--- src/rtl/s_msg_sequencer_if.sv ---
// s_msg_sequencer_if: SPI engine, tx buffer load and display signals of the message sequencer
interface s_msg_sequencer_if #(parameter int ADDR_W = 6);
    logic              ss_n;
    logic              rx_busy;
    logic              tx_busy;
    logic [7:0]        rx_byte;
    logic [7:0]        tx_byte;
    logic              tx_wr_en;
    logic [ADDR_W-1:0] tx_wr_addr;
    logic [7:0]        tx_wr_data;
    logic [ADDR_W:0]   tx_len;
    logic [ADDR_W-1:0] disp_addr;
    logic [7:0]        disp_data;
    logic [ADDR_W:0]   rx_count;
    logic              frame_done;
    logic              rx_overflow;
    modport master (
        output ss_n, rx_busy, tx_busy, rx_byte, tx_wr_en, tx_wr_addr, tx_wr_data, tx_len, disp_addr,
        input  tx_byte, disp_data, rx_count, frame_done, rx_overflow
    );
    modport slave (
        input  ss_n, rx_busy, tx_busy, rx_byte, tx_wr_en, tx_wr_addr, tx_wr_data, tx_len, disp_addr,
        output tx_byte, disp_data, rx_count, frame_done, rx_overflow
    );
endinterface

--- src/rtl/s_msg_sequencer.sv ---
// s_msg_sequencer: feeds the SPI slave engine from the tx buffer and captures received bytes into the rx buffer
module s_msg_sequencer #(
    parameter int         ADDR_W      = 6,
    parameter logic [7:0] IDLE_BYTE   = 8'h00,
    parameter int         SYNC_STAGES = 2
) (
    input logic clk,
    input logic rst_btn,
    s_msg_sequencer_if.slave bus
);
    localparam int DEPTH = 2 ** ADDR_W;
    localparam logic [ADDR_W:0] FULL = (ADDR_W + 1)'(DEPTH);
    typedef enum logic [1:0] {IDLE, ACTIVE, DONE} state_t;
    logic [7:0] tx_mem [DEPTH];
    logic [7:0] rx_mem [DEPTH];
    state_t state_q, state_d;
    logic [SYNC_STAGES:0] ss_q, ss_d, rxb_q, rxb_d, txb_q, txb_d;
    logic [7:0] tx_byte_q, tx_byte_d, disp_data_q, disp_data_d;
    logic [ADDR_W:0] tx_ptr_q, tx_ptr_d, rx_count_q, rx_count_d;
    logic frame_done_q, frame_done_d, rx_overflow_q, rx_overflow_d;
    logic ss_fall, ss_rise, rx_done, tx_done, rx_we;
    assign ss_d  = {ss_q[SYNC_STAGES-1:0], bus.ss_n};
    assign rxb_d = {rxb_q[SYNC_STAGES-1:0], bus.rx_busy};
    assign txb_d = {txb_q[SYNC_STAGES-1:0], bus.tx_busy};
    assign ss_fall = ss_q[SYNC_STAGES] & ~ss_q[SYNC_STAGES-1];
    assign ss_rise = ~ss_q[SYNC_STAGES] & ss_q[SYNC_STAGES-1];
    assign rx_done = rxb_q[SYNC_STAGES] & ~rxb_q[SYNC_STAGES-1];
    assign tx_done = txb_q[SYNC_STAGES] & ~txb_q[SYNC_STAGES-1];
    assign rx_we = (state_q == ACTIVE) && rx_done && (rx_count_q < FULL) && !rst_btn;
    assign disp_data_d = ({1'b0, bus.disp_addr} < rx_count_q) ? rx_mem[bus.disp_addr] : 8'h00;
    always_comb begin
        state_d       = state_q;
        tx_byte_d     = tx_byte_q;
        tx_ptr_d      = tx_ptr_q;
        rx_count_d    = rx_count_q;
        rx_overflow_d = rx_overflow_q;
        frame_done_d  = 1'b0;
        case (state_q)
            IDLE: begin
                tx_byte_d = (bus.tx_len != '0) ? tx_mem[0] : IDLE_BYTE;
                tx_ptr_d  = (ADDR_W + 1)'(1);
                if (ss_fall) begin
                    rx_count_d    = '0;
                    rx_overflow_d = 1'b0;
                    state_d       = ACTIVE;
                end
            end
            ACTIVE: begin
                if (tx_done) begin
                    tx_byte_d = (tx_ptr_q < bus.tx_len) ? tx_mem[tx_ptr_q[ADDR_W-1:0]] : IDLE_BYTE;
                    tx_ptr_d  = (tx_ptr_q == FULL) ? FULL : tx_ptr_q + (ADDR_W + 1)'(1);
                end
                if (rx_done) begin
                    rx_count_d    = (rx_count_q < FULL) ? rx_count_q + (ADDR_W + 1)'(1) : rx_count_q;
                    rx_overflow_d = rx_overflow_q | (rx_count_q == FULL);
                end
                if (ss_rise) begin
                    state_d      = DONE;
                    frame_done_d = 1'b1;
                end
            end
            default: state_d = IDLE;
        endcase
    end
    always_ff @(posedge clk) begin
        if (bus.tx_wr_en && !rst_btn) tx_mem[bus.tx_wr_addr] <= bus.tx_wr_data;
        if (rx_we) rx_mem[rx_count_q[ADDR_W-1:0]] <= bus.rx_byte;
    end
    always_ff @(posedge clk) begin
        if (rst_btn) begin
            state_q       <= IDLE;
            ss_q          <= '1;
            rxb_q         <= '1;
            txb_q         <= '1;
            tx_byte_q     <= '0;
            tx_ptr_q      <= (ADDR_W + 1)'(1);
            rx_count_q    <= '0;
            frame_done_q  <= 1'b0;
            rx_overflow_q <= 1'b0;
            disp_data_q   <= '0;
        end else begin
            state_q       <= state_d;
            ss_q          <= ss_d;
            rxb_q         <= rxb_d;
            txb_q         <= txb_d;
            tx_byte_q     <= tx_byte_d;
            tx_ptr_q      <= tx_ptr_d;
            rx_count_q    <= rx_count_d;
            frame_done_q  <= frame_done_d;
            rx_overflow_q <= rx_overflow_d;
            disp_data_q   <= disp_data_d;
        end
    end
    assign bus.tx_byte     = tx_byte_q;
    assign bus.disp_data   = disp_data_q;
    assign bus.rx_count    = rx_count_q;
    assign bus.frame_done  = frame_done_q;
    assign bus.rx_overflow = rx_overflow_q;
endmodule

--- src/flat_wrapper.sv ---
// flat-port wrapper written by rule: the top's interface ports become plain ports
module s_msg_sequencer_flat 
#(
    parameter int         ADDR_W      = 6,
    parameter logic [7:0] IDLE_BYTE   = 8'h00,
    parameter int         SYNC_STAGES = 2
)
  (clk, rst_btn, bus_ss_n, bus_rx_busy, bus_tx_busy, bus_rx_byte, bus_tx_wr_en, bus_tx_wr_addr, bus_tx_wr_data, bus_tx_len, bus_disp_addr, bus_tx_byte, bus_disp_data, bus_rx_count, bus_frame_done, bus_rx_overflow);
  s_msg_sequencer_if #(.ADDR_W(ADDR_W)) bus_i ();
  input logic clk;
  input logic rst_btn;
  input wire logic [$bits(bus_i.ss_n)-1:0] bus_ss_n;
  input wire logic [$bits(bus_i.rx_busy)-1:0] bus_rx_busy;
  input wire logic [$bits(bus_i.tx_busy)-1:0] bus_tx_busy;
  input wire logic [$bits(bus_i.rx_byte)-1:0] bus_rx_byte;
  input wire logic [$bits(bus_i.tx_wr_en)-1:0] bus_tx_wr_en;
  input wire logic [$bits(bus_i.tx_wr_addr)-1:0] bus_tx_wr_addr;
  input wire logic [$bits(bus_i.tx_wr_data)-1:0] bus_tx_wr_data;
  input wire logic [$bits(bus_i.tx_len)-1:0] bus_tx_len;
  input wire logic [$bits(bus_i.disp_addr)-1:0] bus_disp_addr;
  output wire logic [$bits(bus_i.tx_byte)-1:0] bus_tx_byte;
  output wire logic [$bits(bus_i.disp_data)-1:0] bus_disp_data;
  output wire logic [$bits(bus_i.rx_count)-1:0] bus_rx_count;
  output wire logic [$bits(bus_i.frame_done)-1:0] bus_frame_done;
  output wire logic [$bits(bus_i.rx_overflow)-1:0] bus_rx_overflow;
  assign bus_i.ss_n = bus_ss_n;
  assign bus_i.rx_busy = bus_rx_busy;
  assign bus_i.tx_busy = bus_tx_busy;
  assign bus_i.rx_byte = bus_rx_byte;
  assign bus_i.tx_wr_en = bus_tx_wr_en;
  assign bus_i.tx_wr_addr = bus_tx_wr_addr;
  assign bus_i.tx_wr_data = bus_tx_wr_data;
  assign bus_i.tx_len = bus_tx_len;
  assign bus_i.disp_addr = bus_disp_addr;
  assign bus_tx_byte = bus_i.tx_byte;
  assign bus_disp_data = bus_i.disp_data;
  assign bus_rx_count = bus_i.rx_count;
  assign bus_frame_done = bus_i.frame_done;
  assign bus_rx_overflow = bus_i.rx_overflow;
  s_msg_sequencer #(.ADDR_W(ADDR_W), .IDLE_BYTE(IDLE_BYTE), .SYNC_STAGES(SYNC_STAGES)) u_core (.clk(clk), .rst_btn(rst_btn), .bus(bus_i));
endmodule
--- config.mk ---
export PLATFORM = sky130hd
export DESIGN_NAME = s_msg_sequencer_flat
export DESIGN_NICKNAME = d
export VERILOG_FILES = /design/src/rtl/s_msg_sequencer_if.sv /design/src/rtl/s_msg_sequencer.sv /design/src/flat_wrapper.sv
export SDC_FILE = /design/constraint.sdc
export NUM_CORES = 1
export LEC_CHECK = 0
export CAP_MARGIN = 20
export CORE_MARGIN = 8
export CORE_UTILIZATION = 63
export CTS_CLUSTER_DIAMETER = 40
export DETAILED_ROUTE_END_ITERATION = 10
export DONT_BUFFER_PORTS = 1
export PLACE_DENSITY_LB_ADDON = 0.1
export SLEW_MARGIN = 25
export SYNTH_ARGS = -nofsm -noshare
export SYNTH_HDL_FRONTEND = slang
export SYNTH_SLANG_ARGS = --single-unit
--- constraint.sdc ---
create_clock -name clk -period 3.9 [get_ports clk]
set_clock_uncertainty 0.05 [all_clocks]
set_input_delay 0.39 -clock clk [delete_from_list [all_inputs] [get_ports clk]]
set_output_delay 0.39 -clock clk [all_outputs]
set_load 0.02 [all_outputs]
==> results of run 1 <==
## kinds of logic (layout without fill, tap and decap cells)
| kind of cell | Yosys count | after routing | share of synthesized area |
|---|---|---|---|
| AND/OR/NAND/NOR | 309 | 309 | 0.0347 |
| AO/OA/AOI/OAI | 209 | 209 | 0.0353 |
| XOR/XNOR | 4 | 4 | 0.000840 |
| flip-flops | 1073 | 1073 | 0.761 |
| adder cells (fa/ha/maj) | 15 | 15 | 0.00450 |
| buffers and inverters | 129 | 343 | 0.0149 |
| multiplexers | 303 | 303 | 0.149 |
## how the worst max path moves through the flow
stage	from	end	slack, ps	depth (start not counted)
6_report	u_core.state_q[0]$_SDFFE_PP0P_	u_core.rx_mem[3][4]$_DFFE_PP_	930	4
5_1_grt	u_core.state_q[0]$_SDFFE_PP0P_	u_core.rx_mem[34][7]$_DFFE_PP_	750	5
4_1_cts	u_core.state_q[0]$_SDFFE_PP0P_	u_core.rx_mem[1][3]$_DFFE_PP_	990	4
3_5_place_dp	u_core.state_q[1]$_SDFFE_PP0P_	u_core.rx_mem[10][7]$_DFFE_PP_	1010	5
3_3_place_gp	register	u_core.bus.tx_byte[3]$_SDFFE_PP0P_	1020	6
2_1_floorplan	u_core.state_q[1]$_SDFFE_PP0P_	u_core.rx_mem[39][0]$_DFFE_PP_	1130	6
## critical path, stage by stage, from the launching register on
cell      delay [ps]
dfxtp_1          460
nand2b_1         130
nor4_2           550
nand4_1          610
nor2_1           800
## registers in the layout (all words and copies together), names as in the netlist, named ones only
signal and cells:
u_core.bus.tx_byte 8, u_core.txb_q 3, u_core.rx_mem 512, u_core.rxb_q 3
u_core.bus.rx_count 7, u_core.ss_q 3, u_core.tx_ptr_q 7, u_core.state_q 2
u_core.tx_mem 512, u_core.bus.frame_done 1, u_core.bus.rx_overflow 1, u_core.bus.disp_data 8
## cell usage in the layout, fill, tap and decap left out, types with 22 or more instances in the layout
cell type and instances:
bufinv_16 25, edfxtp_1 1024, nor2_1 167, mux2i_1 46, a22oi_1 71, nand2_1 27
clkbuf_16 141, mux4_2 240, buf_4 38, a21oi_1 62, dfxtp_1 46, nand3_1 22
## stage by stage
step / utilization / instances / cell area, um2
after floorplan: - / 2042 / 41700
after global placement: 0.649 / 2836 / 42600
after detailed placement: 0.649 / 2836 / 42600
after CTS: 0.733 / 3120 / 48100
after global routing: 0.733 / 3120 / 48100
final: 0.733 / 3120 / 48100
## layer usage
| metal | GRT usage | wire length [um] | vias up |
|---|---|---|---|
| met1 | 0.338 | 35400 | 10700 |
| met5 | 0 | 0 | - |
| met4 | 0.118 | 4330 | 0 |
| met3 | 0.0479 | 7000 | 233 |
| met2 | 0.429 | 48400 | 1100 |
| li1 | - | - | 8730 |
## repair_timing
action	CTS	global route
hold endpoints to repair	1058	0
setup endpoints to repair	0	0
gates resized for setup	0	0
hold buffers	35	0
## power groups by stage
stage / Clock, mW / Sequential [mW] / Combinational, mW
global route: 13.9 / 12.7 / 0.813
CTS: 13.5 / 12.7 / 0.771
global placement: 0 / 12.9 / 0.511
detailed placement: 0 / 12.9 / 0.517
floorplan: 0 / 12.9 / 0.462
finish: 13.3 / 12.7 / 0.772
## layout make-up
class	count	area, um2	area share
clock inverter	95	1270	0.0265
timing repair buffer	75	956	0.0199
multi-input combinational	840	9340	0.194
sequential	1073	31700	0.660
inverter	19	71.3	0.00148
tap	864	1080	0.0225
clock buffer	154	3620	0.0752
==> out/qor.yml, run 1 <==
outcome: "complete, no violations"
critPathArrivalTime_ps: 3260
setup_violations: 0
switching_share: 0.202
cts_buffer_depth: 3
cts_tree: "yes"
grtUsageTotal: 0.260
fillers: 3626
power.leakage_nw: 15.1
synthesis.area_mm2: 0.0417
total_power_mw: 26.8
insertion_delay_ps: 720
seqPwrFrac: 0.473
finalMaxSlewViolations: 0
slew_headroom: 0.322
dieArea_mm2: 0.0746
worstSetupPathType: "register to register"
synth.most_common_cell: "edfxtp_1"
hold_viol: 0
drt-initial-drc-count: 2486
worstPathMaxFanout: 9
whs_ps: 30.3
post-dp-hpwl_um: 57100
power_frac_comb: 0.029
final_layout_size_suffix_gt1_frac: 0.248
die_h_um: 273
io_buffers: 0
ys_seq_elements: 1073
antenna_found_initial: 1
viasPerCell: 6.66
yosysTopAreaCellShare: 0.738
syn_inst: 2042
antenna_cells: 0
htreeDepth: 4
wl_um: 95200
num_io_pins: 66
core-area_mm2: 0.0656
min_path_cells: 1
ys_seq_area_frac: 0.761
r2r-start: "u_core.state_q[0]$_SDFFE_PP0P_"
grt_first_pass_wirelength_um: 143000
r2r_slack_ps: 930
firstDrtPassIters: 6
path_clk_slew_ps: 60
fin_setup_tns_ps: 0
grt_pass1_vias: 21400
place.gp.congestion: 0.909
internal-power_mw: 21.4
r2r_cells: 4
cts_root_buf: "clkbuf_16"
whs_endpoint: "u_core.rx_mem[63][7]$_DFFE_PP_"
yosysTopAreaCell: "edfxtp_1"
place_ws_ps: 1010
synth_edf_count: 1024
cts_setup_buffers: 0
power_density_mw_per_mm2: 557
crit_path_end_kind: "register"
finalCritPeriodShare: 0.762
hold_start: "bus_rx_byte[7]"
initial_core_util: 0.635
wl_per_cell_um: 30.5
synth.distinct_cells: 60
grt_max_degree: 130
cts_sinks: 1073
area_delta_synth_final_pct: 15.4
r2r_end: "u_core.rx_mem[3][4]$_DFFE_PP_"
switchingPower_mw: 5.41
drc: 0
clkPwrFrac: 0.498
max-cap-violations: 0
cp-start-kind: "register"
cts_buffers: 136
synthesis.nets: 2098
route.vias.total: 20800
hp-class: "primary input to register"
fp.dieW_um: 273
overflow: 0
ant_nets: 0
rsz0062_at_grt: "false"
min_period_ps: 2970
yosysWarningCount: 0
async_flop_share: 0
yosys_most_used_dff: "edfxtp_1"
synth_area_leaders: "edfxtp_1 (74%), mux4_2 (13%), dfxtp_1 (2.4%)"
cp_data_required_time_ps: 4190
worst_pin_slew_ps: 1010
rows: 94
nNetsFinal: 2201
fmax_mhz: 336
postLayoutSetupSlackWorst_ps: 928
syn_avg_cell_area_um2: 20.4
synthTopCellsByCount: "edfxtp_1 (1,024), mux4_2 (240), nor2_1 (168), a22oi_1 (71), a21oi_1 (62)"
ir_drop_uv: 471
(Power assumes the default switching activity.)
==> run 2, diff against run 1 <==
--- a/config.mk
+++ b/config.mk
@@ -7,7 +7,7 @@
 export LEC_CHECK = 0
 export CAP_MARGIN = 20
 export CORE_MARGIN = 8
-export CORE_UTILIZATION = 63
+export CORE_UTILIZATION = 57
 export CTS_CLUSTER_DIAMETER = 40
 export DETAILED_ROUTE_END_ITERATION = 10
 export DONT_BUFFER_PORTS = 1
==> constraint.sdc (replaced) <==
create_clock -name clk -period 2.5 [get_ports clk]
set_clock_uncertainty 0.05 [all_clocks]
set_input_delay 0.25 -clock clk [delete_from_list [all_inputs] [get_ports clk]]
set_output_delay 0.25 -clock clk [all_outputs]
set_load 0.02 [all_outputs]
==> run 2 against run 1 <==
Net effect:
- the flow now finishes with violations (antenna rules)
- combinational power rose by 65%
- total power increased by 51%
- critical path depth increased by 2
- die area grew 9.9%
- critical endpoint is now u_core.bus.tx_byte[5]$_SDFFE_PP0P_
- largest power group is now sequential cells
==> out/qor.yml, run 2 (same netlist as run 1, synthesis figures left out) <==
outcome: "finished, violations left"
violations: "antenna rules"
r2r_cells: 6  # +2
final_common_cell: "edfxtp_1"
cts_buffer_depth: 3  # unchanged
worstPathMaxFanout: 10  # +1
min_period_ps: 2470  # -503 ps
finalMaxSlewViolations: 0  # unchanged
wl_per_cell_um: 28.5  # -6.7%
r2r_end: "u_core.bus.tx_byte[5]$_SDFFE_PP0P_"
initial_core_util: 0.573  # -0.0619
slowest_stage: "mux4_1"
worstSetupPathType: "register to register"
cp_data_required_time_ps: 3040  # -1150 ps
fp.dieW_um: 286  # +4.8%
path_cells: "buf_12 > mux4_1 > mux2_2 > a221oi_2 > nor4_1 > or3_1"
cts_buffers: 135  # -0.74%
insertion_delay_ps: 710  # about the same
finalCritPeriodShare: 0.988  # +0.226
layout_common_cells: "edfxtp_1 (1,024), mux4_2 (240), buf_4 (216)"
grtUsageTotal: 0.239  # -0.0210
antenna_found_initial: 0  # -1
whs_endpoint: "u_core.tx_mem[37][5]$_DFFE_PP_"
htreeDepth: 4  # unchanged
slew_headroom: 0.311  # -0.0108
cts_root_buf: "clkbuf_16"
setup_violations: 0  # unchanged
grt_first_pass_wirelength_um: 144000  # +1.0%
grt_max_degree: 130  # unchanged
cts_tree: "yes"
drc: 0  # unchanged
postPlaceCellArea_mm2: 0.0441  # +3.6%
dieArea_mm2: 0.0820  # +9.9%
num_io_pins: 66  # unchanged
drt-initial-drc-count: 2218  # -11%
slowest_delay_ps: 560  # -240 ps
rows: 99  # +5.3%
whs_ps: 47.5  # +17.2 ps
route.vias.total: 21200  # +2.2%
viasPerCell: 6.22  # -6.6%
rsz0062_at_grt: "false"
path_clk_slew_ps: 60  # about the same
max-cap-violations: 0  # unchanged
crit_path_end_kind: "register"
critPathArrivalTime_ps: 3010  # -250 ps
hold_start: "bus_tx_wr_addr[5]"
min_path_cells: 2  # +1
cts_sinks: 1073  # unchanged
core-area_mm2: 0.0727  # +11%
final_area_mm2: 0.0495  # +2.8%
nNetsFinal: 2392  # +8.7%
cp-start-kind: "register"
wl_um: 97200  # +2.1%
fmax_mhz: 405  # +20%
place.gp.congestion: 0.869  # -4.4%
final_layout_size_suffix_gt1_frac: 0.299  # +0.0516
die_h_um: 286  # +4.8%
post-route-util: 0.680  # -0.0525
power_density_mw_per_mm2: 816  # +46%
total_power_mw: 40.3  # +51%
power.leakage_nw: 16.0  # +5.9%
worst_pin_slew_ps: 1020  # +6.16 ps
post-dp-hpwl_um: 59700  # +4.6%
fillers: 4609  # +27%
ir_drop_uv: 809  # +72%
io_buffers: 0  # unchanged
hold_viol: 0  # unchanged
area_delta_synth_final_pct: 18.7
grt_pass1_vias: 21800  # +1.8%
ant_nets: 1  # +1
hp-class: "primary input to register"
overflow: 0  # unchanged
r2r_slack_ps: 30  # -900 ps
firstDrtPassIters: 7  # +1
## run 2: worst max-delay path: cells and delay by family, from the launching register on
kind	cells	cell delay, ps
AO/OA/AOI/OAI	1	320
buffers and inverters	1	190
flip-flops	1	460
multiplexers	2	850
AND/OR/NAND/NOR	2	470
## run 2: how the worst max path moves through the flow
stage	to	slack [ps]	depth (start not counted)
4_1_cts	u_core.bus.tx_byte[7]$_SDFFE_PP0P_	30	6
2_1_floorplan	u_core.rx_mem[39][0]$_DFFE_PP_	50	6
5_1_grt	u_core.bus.tx_byte[3]$_SDFFE_PP0P_	1	7
3_5_place_dp	u_core.bus.tx_byte[5]$_SDFFE_PP0P_	-50	6
3_3_place_gp	u_core.bus.tx_byte[5]$_SDFFE_PP0P_	-50	6
6_report	u_core.bus.tx_byte[5]$_SDFFE_PP0P_	30	6
## run 2: what timing repair did
action,4_1_cts,5_1_grt
buffers inserted,0,7
endpoints found under the setup margin,3,7
pin swaps,0,1
endpoints found under the hold margin,1082,0
resized for setup,3,5
hold buffers,44,0
## run 2: routing by layer
metal  track usage  share of wire
met1         0.306           0.39
met2         0.410           0.52
met3        0.0418          0.058
met4        0.0887          0.033
met5             0              0
## run 2: per-stage QoR
stage / setup TNS [ps] / cells / worst slack (ps)
6_report: 0 / 3413 / 30.7
5_1_grt: 0 / 3407 / 1.41
4_1_cts: 0 / 3400 / 26.2
3_5_place_dp: -50.8 / 3107 / -50.8
3_3_place_gp: -46.0 / 3107 / -46.0
2_1_floorplan: 0 / 2042 / 46.5
## run 2: area by class of cell
class | count | area (um2) | area share
antenna | 6 | 15.0 | 0.000304
clock buffer | 165 | 3650 | 0.0738
clock inverter | 84 | 886 | 0.0179
inverter | 19 | 71.3 | 0.00144
multi-input combinational | 840 | 9390 | 0.190
sequential | 1073 | 31700 | 0.642
tap | 959 | 1200 | 0.0243
timing repair buffer | 267 | 2500 | 0.0505
## run 2: power breakdown
group | switching [mW] | leakage, nW | total [mW] | internal (mW)
logic | 0.713 | 4.21 | 1.27 | 0.559
registers | 0.0616 | 9.60 | 19.8 | 19.7
clock network | 7.43 | 2.20 | 19.3 | 11.9
total | 8.21 | 16.0 | 40.3 | 32.1
